## config.mk

```make
export PLATFORM = sky130hd
export DESIGN_NAME = zircon_segled_scan_ctrl
export DESIGN_NICKNAME = d
export VERILOG_FILES = /design/src/rtl/zircon_segled_scan_ctrl.sv
export SDC_FILE = /design/constraint.sdc
export NUM_CORES = 1
export LEC_CHECK = 0
export BUFFER_PORTS_ARGS = -buffer_cell sky130_fd_sc_hd__buf_2
export CORE_ASPECT_RATIO = 0.75
export CORE_MARGIN = 8
export CORE_UTILIZATION = 40
export CTS_CLUSTER_SIZE = 12
export DETAILED_ROUTE_END_ITERATION = 10
export SYNTH_ARGS = -nofsm -noshare
export SYNTH_HDL_FRONTEND = slang
export SYNTH_SLANG_ARGS = --single-unit
```

## constraint.sdc

```tcl
create_clock -name csi_clk -period 12 [get_ports csi_clk]
set_input_delay 2.4 -clock csi_clk [delete_from_list [all_inputs] [get_ports csi_clk]]
set_output_delay 2.4 -clock csi_clk [all_outputs]
set_load 0.02 [all_outputs]
```

## src/rtl/zircon_segled_scan_ctrl.sv

```systemverilog
// Scan scheduler for the 6-digit multiplexed 7-segment display: time-slices the segment bus,
// applies PWM brightness, dead time and leading-zero blanking, commits updates at frame boundaries.
module zircon_segled_scan_ctrl #(
   parameter int unsigned SCAN_DIV    = 50000,
   parameter int unsigned DEAD        = 64,
   parameter bit          CS_ACT_LOW  = 1'b1,
   parameter bit          SEG_ACT_LOW = 1'b1
) (
   input  logic        csi_clk,
   input  logic        rsi_reset_n,
   input  logic        enable,
   input  logic        upd_req,
   input  logic [23:0] upd_digits,
   input  logic [5:0]  upd_dp,
   input  logic [5:0]  upd_blank,
   input  logic        upd_lz_en,
   input  logic [3:0]  upd_bright,
   output logic        upd_ack,
   output logic        frame_done,
   output logic [2:0]  scan_idx,
   output logic [5:0]  coe_seg_cs,
   output logic [7:0]  coe_seg_data
);

   localparam int unsigned CW       = $clog2(SCAN_DIV);
   localparam int unsigned PH_DIV   = SCAN_DIV / 16;
   localparam logic [CW-1:0] CNT_LAST = CW'(SCAN_DIV - 1);
   localparam logic [CW-1:0] CNT_DEAD = CW'(DEAD);
   localparam logic [CW-1:0] CNT_PH   = CW'(PH_DIV);
   localparam logic [2:0]    IDX_LAST = 3'd5;
   localparam logic [5:0]    CS_OFF   = CS_ACT_LOW  ? 6'h3F : 6'h00;
   localparam logic [7:0]    SEG_OFF  = SEG_ACT_LOW ? 8'hFF : 8'h00;

   logic [CW-1:0] cnt;
   logic [2:0]    idx;
   logic [23:0]   sh_digits;
   logic [5:0]    sh_dp;
   logic [5:0]    sh_blank;
   logic          sh_lz;
   logic [3:0]    sh_bright;

   logic          tick_c;
   logic          boundary_c;
   logic [3:0]    phase_c;
   logic [3:0]    cur_digit_c;
   logic [5:0]    lz_dark_c;
   logic          lit_c;
   logic [5:0]    cs_hot_c;
   logic [7:0]    seg_hi_c;
   logic          zero_run;

   function automatic logic [6:0] hex7(input logic [3:0] h);
      case (h)
         4'h0: hex7 = 7'h3F;
         4'h1: hex7 = 7'h06;
         4'h2: hex7 = 7'h5B;
         4'h3: hex7 = 7'h4F;
         4'h4: hex7 = 7'h66;
         4'h5: hex7 = 7'h6D;
         4'h6: hex7 = 7'h7D;
         4'h7: hex7 = 7'h07;
         4'h8: hex7 = 7'h7F;
         4'h9: hex7 = 7'h6F;
         4'hA: hex7 = 7'h77;
         4'hB: hex7 = 7'h7C;
         4'hC: hex7 = 7'h39;
         4'hD: hex7 = 7'h5E;
         4'hE: hex7 = 7'h79;
         4'hF: hex7 = 7'h71;
      endcase
   endfunction

   assign tick_c     = (cnt == CNT_LAST);
   assign boundary_c = tick_c && (idx == IDX_LAST);

   // Slot prescaler and digit index
   always_ff @(posedge csi_clk or negedge rsi_reset_n) begin
      if (!rsi_reset_n) begin
         cnt <= '0;
         idx <= 3'd0;
      end else if (tick_c) begin
         cnt <= '0;
         idx <= (idx == IDX_LAST) ? 3'd0 : idx + 3'd1;
      end else begin
         cnt <= cnt + CW'(1);
      end
   end

   // Shadow copy only changes on a frame boundary so a frame never tears
   always_ff @(posedge csi_clk or negedge rsi_reset_n) begin
      if (!rsi_reset_n) begin
         sh_digits <= 24'h0;
         sh_dp     <= 6'h00;
         sh_blank  <= 6'h3F;
         sh_lz     <= 1'b0;
         sh_bright <= 4'h0;
      end else if (boundary_c && upd_req) begin
         sh_digits <= upd_digits;
         sh_dp     <= upd_dp;
         sh_blank  <= upd_blank;
         sh_lz     <= upd_lz_en;
         sh_bright <= upd_bright;
      end
   end

   always_ff @(posedge csi_clk or negedge rsi_reset_n) begin
      if (!rsi_reset_n) begin
         upd_ack    <= 1'b0;
         frame_done <= 1'b0;
      end else begin
         upd_ack    <= boundary_c && upd_req;
         frame_done <= boundary_c;
      end
   end

   // Leading-zero mask: digit i dark while digits 0..i are all zero (digit 5 always shown)
   always_comb begin
      lz_dark_c = 6'h00;
      zero_run  = 1'b1;
      for (int i = 0; i < 5; i++) begin
         zero_run     = zero_run && (sh_digits[4*i +: 4] == 4'h0);
         lz_dark_c[i] = sh_lz && zero_run;
      end
   end

   always_comb begin
      phase_c     = 4'(cnt / CNT_PH);
      cur_digit_c = sh_digits[{idx, 2'b00} +: 4];
      cs_hot_c    = 6'b000001 << idx;
      seg_hi_c    = {sh_dp[idx], hex7(cur_digit_c)};
      lit_c       = enable && (cnt >= CNT_DEAD) && (phase_c <= sh_bright)
                    && !sh_blank[idx] && !lz_dark_c[idx];
   end

   // Registered pin drivers
   always_ff @(posedge csi_clk or negedge rsi_reset_n) begin
      if (!rsi_reset_n) begin
         coe_seg_cs   <= CS_OFF;
         coe_seg_data <= SEG_OFF;
         scan_idx     <= 3'd0;
      end else begin
         scan_idx <= idx;
         if (lit_c) begin
            coe_seg_cs   <= CS_ACT_LOW  ? ~cs_hot_c : cs_hot_c;
            coe_seg_data <= SEG_ACT_LOW ? ~seg_hi_c : seg_hi_c;
         end else begin
            coe_seg_cs   <= CS_OFF;
            coe_seg_data <= SEG_OFF;
         end
      end
   end

endmodule

```

# Yosys cells after proc, flatten, opt, wreduce, memory -nomap -nowiden
# Memories as Yosys holds them, arrays and structs flattened.
# Index checks and enable logic that the tools add are counted.
[op_classes] addsub=2 n_div=1 n_lt_le_gt_ge=3 eq_ne=2 shifts=2 muxes=10 bitwise_logic=2 n_reduce_logical=22
[ops] cell="24-bit by 6-bit variable part select with 4-bit output" count=1
[ops] cell="4-bit logical NOT" count=5
[ops] cell="16-bit by 1-bit adder with 16-bit output, second input constant" count=1
[ops] cell="16-bit by 12-bit divider with 16-bit output, second input constant" count=1
[ops] cell="16-bit == test, second input constant" count=1
[ops] cell="16-bit by 7-bit greater-or-equal comparator with 1-bit output, second input constant" count=1
[ops] cell="16-bit two-way mux" count=1
[ops] cell="1-bit logical AND" count=15
[ops] cell="1-bit binary-select mux with 3-bit select" count=3
[ops] cell="8-bit two-way mux" count=1
[ops] cell="8-bit inverter" count=1
[ops] cell="6-bit two-way mux" count=1
[ops] cell="6-bit inverter" count=1
[ops] cell="1-bit by 3-bit << shifter with 6-bit output, first input constant" count=1
[ops] cell="4-bit <= comparator" count=1
[ops] cell="3-bit by 4-bit less-than comparator with 1-bit output, second input constant" count=1
[ops] cell="3-bit by 1-bit adder with 3-bit output, second input constant" count=1
[ops] cell="3-bit == test, second input constant" count=1
[ops] cell="1-bit two-way mux" count=3
[ops] cell="3-bit two-way mux" count=1
[ops] cell="1-bit logical NOT" count=2
[totals] ff_bits=79 mem_bits_ro=112 inputBits=45 out_inout_bits=19 word_cells=57 n_memories=1
[memory_table] memory="(name not given)" words=16 width=7 read_ports=1 rd_clocked_by_memory_dff=0 write_ports=0 line="53" text="case (h)"

# Logic depth before layout (Yosys ltp)
[logic_depth] ltp_word=11 ltp_mapped=34 ltp_nobuf=31

# Least setup slack after synthesis
# OpenSTA, ideal clock, no wires.
[synth_path] path_kind="flip-flop to flip-flop" from="reg cnt[13]" to="reg coe_seg_data[5]" setup_ps=105 arrival_time_ps=6410 required_time_ps=11895 setup_slack_ps=5484 path_stages_with_launch=33 path_buffers=5 period_less_slack_ps=6516 path_cell_list="dfrtp_1 -> buf_6 -> or4_4 -> or4_1 -> nand3_2 -> nor3_2 -> o31ai_4 -> inv_4 -> mux2_4 -> and3_1 -> buf_6 -> o21ai_4 -> buf_4 -> xnor2_1 -> ha_1 -> a21oi_1 -> a211o_1 -> mux2i_1 -> a21boi_1 -> a21o_1 -> and2_4 -> buf_6 -> o31a_1 -> a211oi_2 -> ha_1 -> nor2b_1 -> o21ai_0 -> nand2b_1 -> a21oi_1 -> a41oi_1 -> nor4_1 -> clkbuf_1 -> o221ai_1"
[synth_between] elab_chain_cells=6 elab_cells_between_ends=8 cone_classes="div: 1; order compare: 2; mux: 1; reduce/logical: 4"
[synth_lines] item="start: declaration" line="34" text="logic [CW-1:0] cnt;"
[synth_lines] item="start signal: assignment" line="85" text="cnt <= cnt + CW'(1);"
[synth_lines] item="16-bit by 12-bit divider with 16-bit output / 16-bit by 7-bit greater-or-equal comparator with 1-bit output (equally long branches)" line="127, 131"
[synth_lines] item="4-bit <= comparator / 1-bit logical AND (equally long branches)" line="131" text="lit_c = enable && (cnt >= CNT_DEAD) && (phase_c <= sh_bright)"
[synth_lines] item="1-bit logical AND *" line="131"
[synth_lines] item="1-bit logical AND * (2 in series)" line="132" text="&& !sh_blank[idx] && !lz_dark_c[idx];"
[synth_lines] item="8-bit two-way mux *" line="143" text="if (lit_c) begin"
[synth_lines] item="end signal: assignment" line="145" text="coe_seg_data <= SEG_ACT_LOW ? ~seg_hi_c : seg_hi_c;"
[synth_lines] item="end: declaration" line="22" text="output logic [7:0] coe_seg_data"
# Every way passes the cells marked *; elsewhere a longest branch is shown, timed or not.
# A chain may end at the register's enable or synchronous reset.

# Worst setup path after layout
[layout_path] from="reg cnt[9]" to="reg coe_seg_cs[2]"
[layout_between] elab_chain_cells=6 elab_cells_between_ends=8 cone_classes="div: 1; order compare: 2; mux: 1; reduce/logical: 4"
[layout_lines] item="16-bit by 12-bit divider with 16-bit output / 16-bit by 7-bit greater-or-equal comparator with 1-bit output (equally long branches)" line="127, 131"
[layout_lines] item="4-bit <= comparator / 1-bit logical AND (equally long branches)" line="131"
[layout_lines] item="1-bit logical AND *" line="131"
[layout_lines] item="1-bit logical AND * (2 in series)" line="132"
[layout_lines] item="6-bit two-way mux *" line="143"
[layout_lines] item="end signal: assignment" line="144" text="coe_seg_cs <= CS_ACT_LOW ? ~cs_hot_c : cs_hot_c;"
[layout_lines] item="end: declaration" line="21" text="output logic [5:0] coe_seg_cs,"
# Marked as above.

==> flow_summary_export.csv <==
group,metric,value,unit
outcome,outcome,"completed",
synth,netlist.area_leader.share,25.4,%
placement,io_buffer_count,63,
synth,yosysMostFrequentCell,"dfrtp_1",
global_route,antenna_found_initial,0,
synth,ys_seq_elements,79,
cells_and_area,syn2layout_area_growth,11.8,%
critical_path,cpPeakStageDelay,0.73,ns
global_route,overflow,0,
floorplanning,rows,38,
floorplanning,fp.dieArea,18700,µm²
clock_network,postCtsHoldBufs,0,
hold_path,min-delay-path-class,"reg -> reg",
timing,worstMarginPinSlew,0.996,ns
placement,hpwl,12000,µm
global_route,grt_pass1_vias,4852,
job,drv_cap,0,
clock_network,root_buffer,"clkbuf_16",
hold_path,worstHoldStart,"idx[2]",
clock_network,cts_tree,"done",
detailed_routing,avgRoutedWirePerCell,18.2,µm
detailed_routing,drt_wl_total,15800,µm
floorplanning,io_pins,64,
timing,hold_viol_final,0,
synth,synth_edf_count,0,
global_route,grt_first_pass_wirelength,26100,µm
synth,yosysSeqAreaShare,34.4,%
timing,tns,0,ns
timing,fmaxAchievable,132,MHz
synth,synth_nets,687,
critical_path,worst-endpoint-required,12.23,ns
critical_path,crit_fanout,19,
critical_path,start_kind,"flop",
floorplanning,start_util,40.5,%
timing,finClkSkew,0.0100,ns
detailed_routing,drt_iter0_markers,539,
detailed_routing,drc,0,
pwr,ir_drop,0.0000652,V
clock_network,ctsHtreeMaxLevel,3,
synth,synthTopCellsByArea,"dfrtp_1 25%, dfstp_2 9.0%, mux2_2 8.1%",
synth,syn_area,5820,µm²
synth,synthArstFlopShare,100,%
critical_path,end_kind,"flop",
clock_network,cts_resized,0,
cells_and_area,drive_gt1_share,26.1,%
detailed_routing,via_per_inst,5.75,
critical_path,slowest_stage,"dfrtp_1",
cells_and_area,fillerInstances,1415,
detailed_routing,ant_nets,0,
global_route,grt_start_max_net_pins,80,
synth,synthTopCellsByCount,"59 x dfrtp_1, 57 x nand2_1, 42 x mux2_2",
synth,synthCells,627,
floorplanning,die_w,155,µm
timing,fin_crit_sh,63.3,%
synth,synth_area_leader_cell,"dfrtp_1",
synth,synth_top_flop_cell,"dfrtp_1",
placement,pre_cts_ws,4.48,ns
clock_network,clkLatencyLatePin,0.34,ns
timing,rsz0062_at_grt,"no",
synth,synth_warnings,0,
timing,period_needed,7.60,ns
clock_network,cts-buffers-inserted,9,
floorplanning,coreArea,14400,µm²
synth,synth_cell_types,82,
placement,globalplace.congestion,0.873,
clock_network,clockBufferDepth,2,
hold_path,hold_depth,0,
pwr,power.density,83.2,nW/µm²
timing,setup_viol,0,
placement,placed_cells,851,
clock_network,cts.sinks,79,
cells_and_area,fin_nets,722,
hold_path,holdPathEnd,"scan_idx[2]",
critical_path,arrival,7.83,ns
clock_network,clk_transition_reported_paths,0.06,ns
timing,worst_slack,4.40,ns
critical_path,worstReg2RegEnd,"coe_seg_cs[2]",
pwr,p_leak,2.80,nW
critical_path,ff2ff_setup_slack,4.40,ns
synth,postSynthAreaPerCell,9.28,µm²
cells_and_area,fin_cells,867,
critical_path,r2r_start,"cnt[9]",
timing,maxSlewHeadroom,32.7,%
critical_path,crit_type,"reg -> reg",
critical_path,rr_worst_depth,29,
detailed_routing,first_pass_iters,6,
detailed_routing,vias,4988,
cells_and_area,antennaDiodeCount,0,
clock_network,post-cts-setup-buffers,0,
floorplanning,die_h,120,µm
timing,slew_violations,0,
global_route,grt_use_total,17.2,%
==> worst max path at each step <==
| stage | startpoint | end | slack [ns] | cells past startpoint |
|---|---|---|---|---|
| floorplan | cnt[13] | coe_seg_data[5] | 5.48 | 32 |
| global placement | cnt[10] | coe_seg_cs[2] | 4.63 | 28 |
| detailed placement | cnt[7] | coe_seg_cs[2] | 4.48 | 29 |
| CTS | cnt[7] | coe_seg_cs[2] | 4.44 | 29 |
| global route | cnt[7] | coe_seg_cs[2] | 3.75 | 29 |
| finish | cnt[9] | coe_seg_cs[2] | 4.40 | 29 |
==> kinds of logic (layout without fill, tap and decap cells) <==
kind of cell | Yosys count | in the layout | share of synthesized area (%)
AO/OA/AOI/OAI | 151 | 151 | 18.5
XOR/XNOR | 29 | 29 | 4.37
adder cells (fa/ha/maj) | 17 | 17 | 3.57
buffers and inverters | 67 | 107 | 5.08
flip-flops | 79 | 79 | 34.4
multiplexers | 67 | 67 | 14.1
AND/OR/NAND/NOR | 217 | 217 | 20.0
==> worst max-delay path: cells and delay by family, from the launching register on <==
kind	cells	cell delay [ns]
and+or+nand+nor	9	1.94
AOI/OAI and AO/OA	13	3.28
muxes	2	0.48
buffers and inverters	2	0.37
adders and majority gates	2	0.45
DFF	1	0.73
xor gates and xnor gates	1	0.21
==> layout by cell type, fill, tap and decap left out, types with 10 or more instances in the layout <==
cell type	instances
a21oi_1	24
buf_2	62
dfrtp_1	59
dfstp_2	20
ha_1	15
inv_1	24
mux2_2	42
mux2i_1	16
nand2_1	57
nand3_1	21
nor2_1	39
nor3_1	12
o21ai_0	34
o22ai_1	10
xnor2_1	20
==> flip-flops by register name, indices dropped and copies added (netlist names) <==
signal	count
sh_digits	24
cnt	16
coe_seg_data	8
coe_seg_cs	6
sh_blank	6
sh_dp	6
sh_bright	4
idx	3
scan_idx	3
frame_done	1
sh_lz	1
upd_ack	1
==> layer usage <==
metal	up-vias	global-route usage, %	share of wire (%)
met5	-	0	0
li1	2396	-	-
met2	169	24.6	42
met1	2401	25.9	51
met4	0	3.51	1.2
met3	22	3.81	5.6
==> through the flow <==
stage	power, mW	hold WS (ns)	area (µm²)	utilization (%)
global placement	0.284	0.480	6220	43.3
finish	0.541	0.483	6510	45.3
detailed placement	0.284	0.483	6220	43.3
CTS	0.547	0.486	6510	45.3
floorplan	0.272	0.352	5820	-
global route	0.560	0.512	6510	45.3
==> area by class of cell <==
type                       count  area [µm²]  share of cell area, %
clock buffer                   9         225                   3.46
clock inverter                 7        63.8                  0.981
inverter                      25        96.3                   1.48
multi-input combinational    481        3530                   54.2
sequential                    79        2000                   30.8
tap                          200         250                   3.85
timing repair buffer          66         340                   5.23
==> where the power goes <==
group          internal (mW)  switching (mW)
logic                0.00515         0.00720
clock network          0.145           0.118
registers              0.267               0
total                  0.416           0.125
No activity file was read; power rests on OpenSTA's default activity.
